==> config.mk <==
export PLATFORM = sky130hd
export DESIGN_NAME = ctrl_pipe
export DESIGN_NICKNAME = d
export VERILOG_FILES = /design/src/rtl/ctrl_pipe.sv
export SDC_FILE = /design/constraint.sdc
export NUM_CORES = 1
export LEC_CHECK = 0
export BUFFER_PORTS_ARGS = -buffer_cell sky130_fd_sc_hd__buf_2
export CAP_MARGIN = 15
export CORE_MARGIN = 4
export CORE_UTILIZATION = 46
export DETAILED_ROUTE_END_ITERATION = 7
export PLACE_DENSITY = 0.76
export SLEW_MARGIN = 40
export SYNTH_ARGS = -nofsm -noshare
export SYNTH_HDL_FRONTEND = slang
export SYNTH_SLANG_ARGS = --single-unit
==> constraint.sdc <==
create_clock -name clk -period 1.9 [get_ports clk]
set_input_delay 0.19 -clock clk [delete_from_list [all_inputs] [get_ports clk]]
set_output_delay 0.19 -clock clk [all_outputs]
set_load 0.05 [all_outputs]
==> src/rtl/ctrl_pipe.sv <==
// Decode-to-execute control stage: decodes opcodes into a registered
// control bundle with load-use hazard bubbles and multiplier occupancy.
module ctrl_pipe #(
  parameter int OP_W        = 8,
  parameter int RA_W        = 5,
  parameter int MUL_LAT     = 3,
  parameter int STALL_CNT_W = 16
) (
  input  logic                   clk,
  input  logic                   rst,
  input  logic                   in_valid,
  output logic                   in_ready,
  input  logic [OP_W-1:0]        op,
  input  logic [RA_W-1:0]        rs_a,
  input  logic [RA_W-1:0]        rs_b,
  input  logic [RA_W-1:0]        rd,
  input  logic                   flush,
  output logic                   out_valid,
  input  logic                   out_ready,
  output logic [1:0]             alu_src,
  output logic [3:0]             alu_op,
  output logic                   alu_op2,
  output logic                   mem_sign_ext,
  output logic                   pc_src,
  output logic [3:0]             mem_read,
  output logic [3:0]             mem_write,
  output logic                   rb_select,
  output logic [1:0]             mem_to_reg,
  output logic                   reg_write,
  output logic [RA_W-1:0]        out_rd,
  output logic                   illegal,
  output logic [STALL_CNT_W-1:0] stall_cnt
);

  typedef struct packed {
    logic [1:0] alu_src;
    logic [3:0] alu_op;
    logic       alu_op2;
    logic       mem_sign_ext;
    logic       pc_src;
    logic [3:0] mem_read;
    logic [3:0] mem_write;
    logic       rb_select;
    logic [1:0] mem_to_reg;
    logic       reg_write;
    logic       illegal;
  } ctrl_t;

  typedef enum logic {RUN, MUL_BUSY} state_t;

  localparam int CW = 5;

  state_t                 state_q, state_d;
  logic [CW-1:0]          cnt_q, cnt_d;
  logic                   out_vld_q, out_vld_d;
  ctrl_t                  bun_q, bun_d;
  logic [RA_W-1:0]        rd_q, rd_d;
  logic [STALL_CNT_W-1:0] stall_q, stall_d;

  ctrl_t           dec;
  logic            is_r, is_i;
  logic [OP_W-1:0] op_hi;
  logic            load_en, hazard, accept, xfer;

  // opcode decode into a control bundle
  always_comb begin
    dec   = '0;
    is_r  = 1'b0;
    is_i  = 1'b0;
    op_hi = op >> 8;
    case (op[7:0])
      8'h08: begin is_r = 1'b1; dec.alu_op = 4'd0; end
      8'h10: begin is_r = 1'b1; dec.alu_op = 4'd1; end
      8'h18: begin is_r = 1'b1; dec.alu_op = 4'd2; end
      8'h38: begin is_r = 1'b1; dec.alu_op = 4'd3; end
      8'h30: begin is_r = 1'b1; dec.alu_op = 4'd4; end
      8'h28: begin is_r = 1'b1; dec.alu_op = 4'd5; end
      8'h40: begin is_r = 1'b1; dec.alu_op = 4'd9; end
      8'h07: begin
        is_r        = 1'b1;
        dec.alu_op  = 4'd2;
        dec.alu_op2 = 1'b1;
      end
      8'h03: begin is_i = 1'b1; dec.alu_op = 4'd0; end
      8'h0B: begin is_i = 1'b1; dec.alu_op = 4'd1; end
      8'h13: begin is_i = 1'b1; dec.alu_op = 4'd2; end
      8'h23: begin is_i = 1'b1; dec.alu_op = 4'd3; end
      8'h1B: begin is_i = 1'b1; dec.alu_op = 4'd4; end
      8'h2B: begin is_i = 1'b1; dec.alu_op = 4'd5; end
      8'h19, 8'h11, 8'h09: begin
        dec.rb_select = 1'b1;
        dec.alu_src   = 2'b01;
        dec.mem_write = (op[7:0] == 8'h19) ? 4'b1111 :
                        (op[7:0] == 8'h11) ? 4'b0011 : 4'b0001;
      end
      8'h31, 8'h29, 8'h21, 8'h51, 8'h49: begin
        dec.reg_write    = 1'b1;
        dec.rb_select    = 1'b1;
        dec.alu_src      = 2'b01;
        dec.mem_sign_ext = (op[7:0] == 8'h51) || (op[7:0] == 8'h49);
        dec.mem_read     = (op[7:0] == 8'h31) ? 4'b1111 :
                           (op[7:0] == 8'h29 || op[7:0] == 8'h51) ?
                           4'b0011 : 4'b0001;
      end
      8'h04: begin
        dec.mem_to_reg = 2'b10;
        dec.reg_write  = 1'b1;
        dec.pc_src     = 1'b1;
      end
      8'h00: dec = '0;
      default: dec.illegal = 1'b1;
    endcase
    if (is_r || is_i) begin
      dec.mem_to_reg = 2'b01;
      dec.reg_write  = 1'b1;
    end
    if (is_i) dec.alu_src = 2'b01;
    if (op_hi != '0) begin
      dec         = '0;
      dec.illegal = 1'b1;
    end
  end

  // handshake, hazard detection and next-state for all registers
  always_comb begin
    out_valid = out_vld_q && (state_q == RUN);
    xfer      = out_valid && out_ready;
    load_en   = !out_vld_q || xfer;
    hazard    = out_vld_q && (bun_q.mem_read != '0) && (rd_q != '0)
                && ((rs_a == rd_q) || (rs_b == rd_q));
    in_ready  = load_en && (state_q == RUN) && !hazard && !flush && !rst;
    accept    = in_valid && in_ready;

    state_d   = state_q;
    cnt_d     = cnt_q;
    out_vld_d = out_vld_q;
    bun_d     = bun_q;
    rd_d      = rd_q;
    stall_d   = stall_q;

    if (in_valid && !in_ready && (stall_q != '1))
      stall_d = stall_q + 1'b1;

    if (flush) begin
      out_vld_d = 1'b0;
      bun_d     = '0;
      rd_d      = '0;
      state_d   = RUN;
      cnt_d     = '0;
    end else begin
      if (load_en) begin
        out_vld_d = accept;
        bun_d     = accept ? dec : '0;
        rd_d      = accept ? rd : '0;
      end
      unique case (state_q)
        RUN: begin
          if (xfer && (bun_q.alu_op == 4'd2) && (MUL_LAT > 1)) begin
            state_d = MUL_BUSY;
            cnt_d   = CW'(MUL_LAT - 1);
          end
        end
        MUL_BUSY: begin
          cnt_d = cnt_q - 1'b1;
          if (cnt_q == CW'(1)) state_d = RUN;
        end
        default: state_d = RUN;
      endcase
    end
  end

  // state registers with synchronous reset
  always_ff @(posedge clk) begin
    if (rst) begin
      state_q   <= RUN;
      cnt_q     <= '0;
      out_vld_q <= 1'b0;
      bun_q     <= '0;
      rd_q      <= '0;
      stall_q   <= '0;
    end else begin
      state_q   <= state_d;
      cnt_q     <= cnt_d;
      out_vld_q <= out_vld_d;
      bun_q     <= bun_d;
      rd_q      <= rd_d;
      stall_q   <= stall_d;
    end
  end

  assign alu_src      = bun_q.alu_src;
  assign alu_op       = bun_q.alu_op;
  assign alu_op2      = bun_q.alu_op2;
  assign mem_sign_ext = bun_q.mem_sign_ext;
  assign pc_src       = bun_q.pc_src;
  assign mem_read     = bun_q.mem_read;
  assign mem_write    = bun_q.mem_write;
  assign rb_select    = bun_q.rb_select;
  assign mem_to_reg   = bun_q.mem_to_reg;
  assign reg_write    = bun_q.reg_write;
  assign illegal      = bun_q.illegal;
  assign out_rd       = rd_q;
  assign stall_cnt    = stall_q;

endmodule

==> metrics.md <==
| Metric | Value |
|---|---|
| Status | finished with violations |
| Failing checks | negative setup slack |
| Vias per cell | between 5 and 6 |
| CTS clk-pin slew, worst paths | about 80 ps |
| Ant diodes | 0 |
| Mapped Nets | 332 |
| Chip height | about 81 µm |
| Post-synth top area share | around two fifths |
| Crit path launch | out_rd[1]$_SDFFE_PP0N_ |
| Number of flip-flops in the largest register | 16 |
| CTS Sinks | 47 |
| Final ANT Viol Nets | 0 |
| Worst reg2reg startpoint | out_rd[1]$_SDFFE_PP0N_ |
| Die Area | around 0.0066 mm² |
| YS warnings | 0 |
| DR WL/cell | about 14 µm |
| Worst Skew | between 6 and 7 ps |
| Antenna violations before repair | 0 |
| Die Width | just over 80 µm |
| Area delta synth->final | 35.0% |
| Finish-stage setup viols | 28 |
| Register area share after synthesis | between 30% and 40% |
| Final worst slack | -153 ps |
| 1st-iter DRT viols | between 100 and 150 |
| Number of synthesized flops with an enable pin | 0 |
| Synth cell types | 53 |
| Worst reg-to-reg setup slack | -150 ps |
| Clk root buf | clkbuf_8 |
| Most frequent cells in the layout | buf_2 (70), buf_4 (31), dfxtp_1 (27) |
| Pwr dens | 603 mW/mm² |
| Fraction of registers with async set/reset | 0% |
| Global-route wire length before repair | between 10000 and 15000 µm |
| Detailed Place HPWL | 4620 µm |
| P_leak | 0.00143 µW |
| Deepest clock path buffer count | 2 |
| Worst EP arrival | 2240 ps |
| Critical Path Sink Type | flop |
| Number of global-route vias before repair | between 2000 and 2500 |
| Overall power | 1990 µW |
| Setup crit start kind | flop |
| Worst VDD drop | about 0.00034 V |
| Top cells by area, synth | dfxtp_1 (38%), a21oi_1 (5.3%), o21ai_0 (5.1%) |
| Max Transition Viols Final | 0 |
| Final core utilization | between 60 and 70% |
| CTS buffer count | 5 |
| Final min period | around 2100 ps |
| Layout cells sized above 1 | 39.1% |
| Tcrit/Tclk final | 108% |
| Fin. Hold Viols | 0 |
| Drc violations | 0 |
| Remaining Overflow, GRT | 0 |
| Skew-Pair Late Insertion Delay | about 300 ps |
| H-tree depth | 2 |
| Area leader, netlist | dfxtp_1 |
| Synthesized instance count | about 300 |
| Mapped cell area | 0.00245 mm² |
| Worst Hold Launch | rd[3] |
| Routability cong. | slightly below 0.9 |
| TritonRoute pass-1 iters | 4 |
| Final Routed Wirelength | approximately 6400 µm |
| CTS tree | done |
| RSZ-0062 raised after global routing | true |
| # rows | 26 |
| CP Data Required Time | ~2100 ps |
| WS Path Type | flop to flop |
| Initial core utilization | 47.6% |
| IO Port Bufs | ~70 |
| Syn avg cell area | between 8 and 9 µm² |
| Num ports | 73 |
| Max-Cap Viols | 0 |
| Pin count of the biggest net entering global routing | 20 |
| Total GRT Usage | 20.6% |
| Worst Hold Class | primary input to flop |
| Filler cells | 447 |
| Highest clock rate | between 400 and 500 MHz |
| Commonest non-fill, non-tap cell in the layout | buf_2 |
| Via count | 2519 |
| Core area | 0.00514 mm² |
| Crit Path Max Fanout | 7 |
| Most used DFF post-synth | dfxtp_1 |
| Fin nets | 426 |
| Seq cells post-synth | 47 |
-- cell usage after synthesis (5+ instances only) --
master and number:
dfxtp_1 47, clkbuf_1 10, nand2b_1 6, nor3_1 7
xor2_1 12, nand3_1 12, nor2_1 23, a22o_1 9
or2_2 5, or3_1 11, nand2_1 26, o21ai_0 25
a21oi_1 26, nand4_1 5, inv_1 11
-- worst max-delay path: stages (launching register included) --
cell and delay (ps):
dfxtp_4 370, or4_4 550, o21ai_4 160, buf_6 120
a211o_1 130, a2bb2oi_4 220, buf_6 170, mux2i_1 180
nor2_1 50
-- worst paths after layout --
| kind | endpoint | depth (start not counted) |
|---|---|---|
| max | stall_cnt[1]$_SDFFE_PP0P_ | 8 |
| min | out_rd[3]$_SDFFE_PP0N_ | 2 |
| max reg2reg | stall_cnt[1]$_SDFFE_PP0P_ | 8 |
| min reg2reg | reg_write$_SDFFE_PP0N_ | 2 |
-- what timing repair did --
| action | in CTS | in global routing |
|---|---|---|
| endpoints found under the hold margin | 0 | 0 |
| gates resized for setup | 6 | 22 |
| cloned | 1 | 0 |
| buffers inserted | 2 | 1 |
| hold buffers | 0 | 0 |
| setup endpoints to repair | 39 | 42 |
| pin swaps | 3 | 6 |
-- stage by stage --
| step | area [µm²] | setup slack (ps) | TNS, ps | std cells | hold slack [ps] |
|---|---|---|---|---|---|
| after detailed placement | 3080 | -185 | -2270 | 454 | 413 |
| after CTS | 3240 | -99.9 | -1600 | 465 | 98.9 |
| after global placement | 3080 | -141 | -1500 | 454 | 411 |
| after global routing | 3300 | -234 | -4910 | 466 | 101 |
| final | 3300 | -153 | -2320 | 466 | 104 |
| after floorplan | 2510 | -88.8 | -360 | 301 | 315 |
-- power by group --
group | total (µW) | switching [µW] | internal (µW)
logic | 288 | 176 | 112
clock network | 705 | 332 | 373
registers | 1000 | 10.8 | 989
-- area by class of cell --
type / instances / area (µm²) / area share, %
Clock inverter: 1 / 5.00 / 0.152
Timing Repair Buffer: 106 / 636 / 19.2
Sequential cell: 47 / 983 / 29.8
Clock buffer: 7 / 108 / 3.26
Multi-Input combinational cell: 224 / 1440 / 43.7
Tap cell: 70 / 87.6 / 2.65
Inverter: 11 / 41.3 / 1.25
-- logic make-up (layout without fill, tap and decap cells) --
group	count (synthesis)	count (layout)	share of synthesized area [%]
XOR/XNOR	13	13	4.65
other	1	1	0.153
multiplexers	2	2	0.869
flip-flops	47	47	38.4
AO/OA/AOI/OAI	87	87	23.0
AND/OR/NAND/NOR	118	118	25.4
buffers and inverters	30	125	5.98
adder cells (fa/ha/maj)	3	3	1.53
-- metal layers --
| layer | wire, µm | global-route usage [%] |
|---|---|---|
| met1 | 2800 | 25.3 |
| met2 | 3070 | 36.0 |
| met3 | 437 | 4.21 |
| met4 | 89 | 6.76 |
| met5 | 0 | 0 |
No activity file was read; power rests on OpenSTA's default activity.
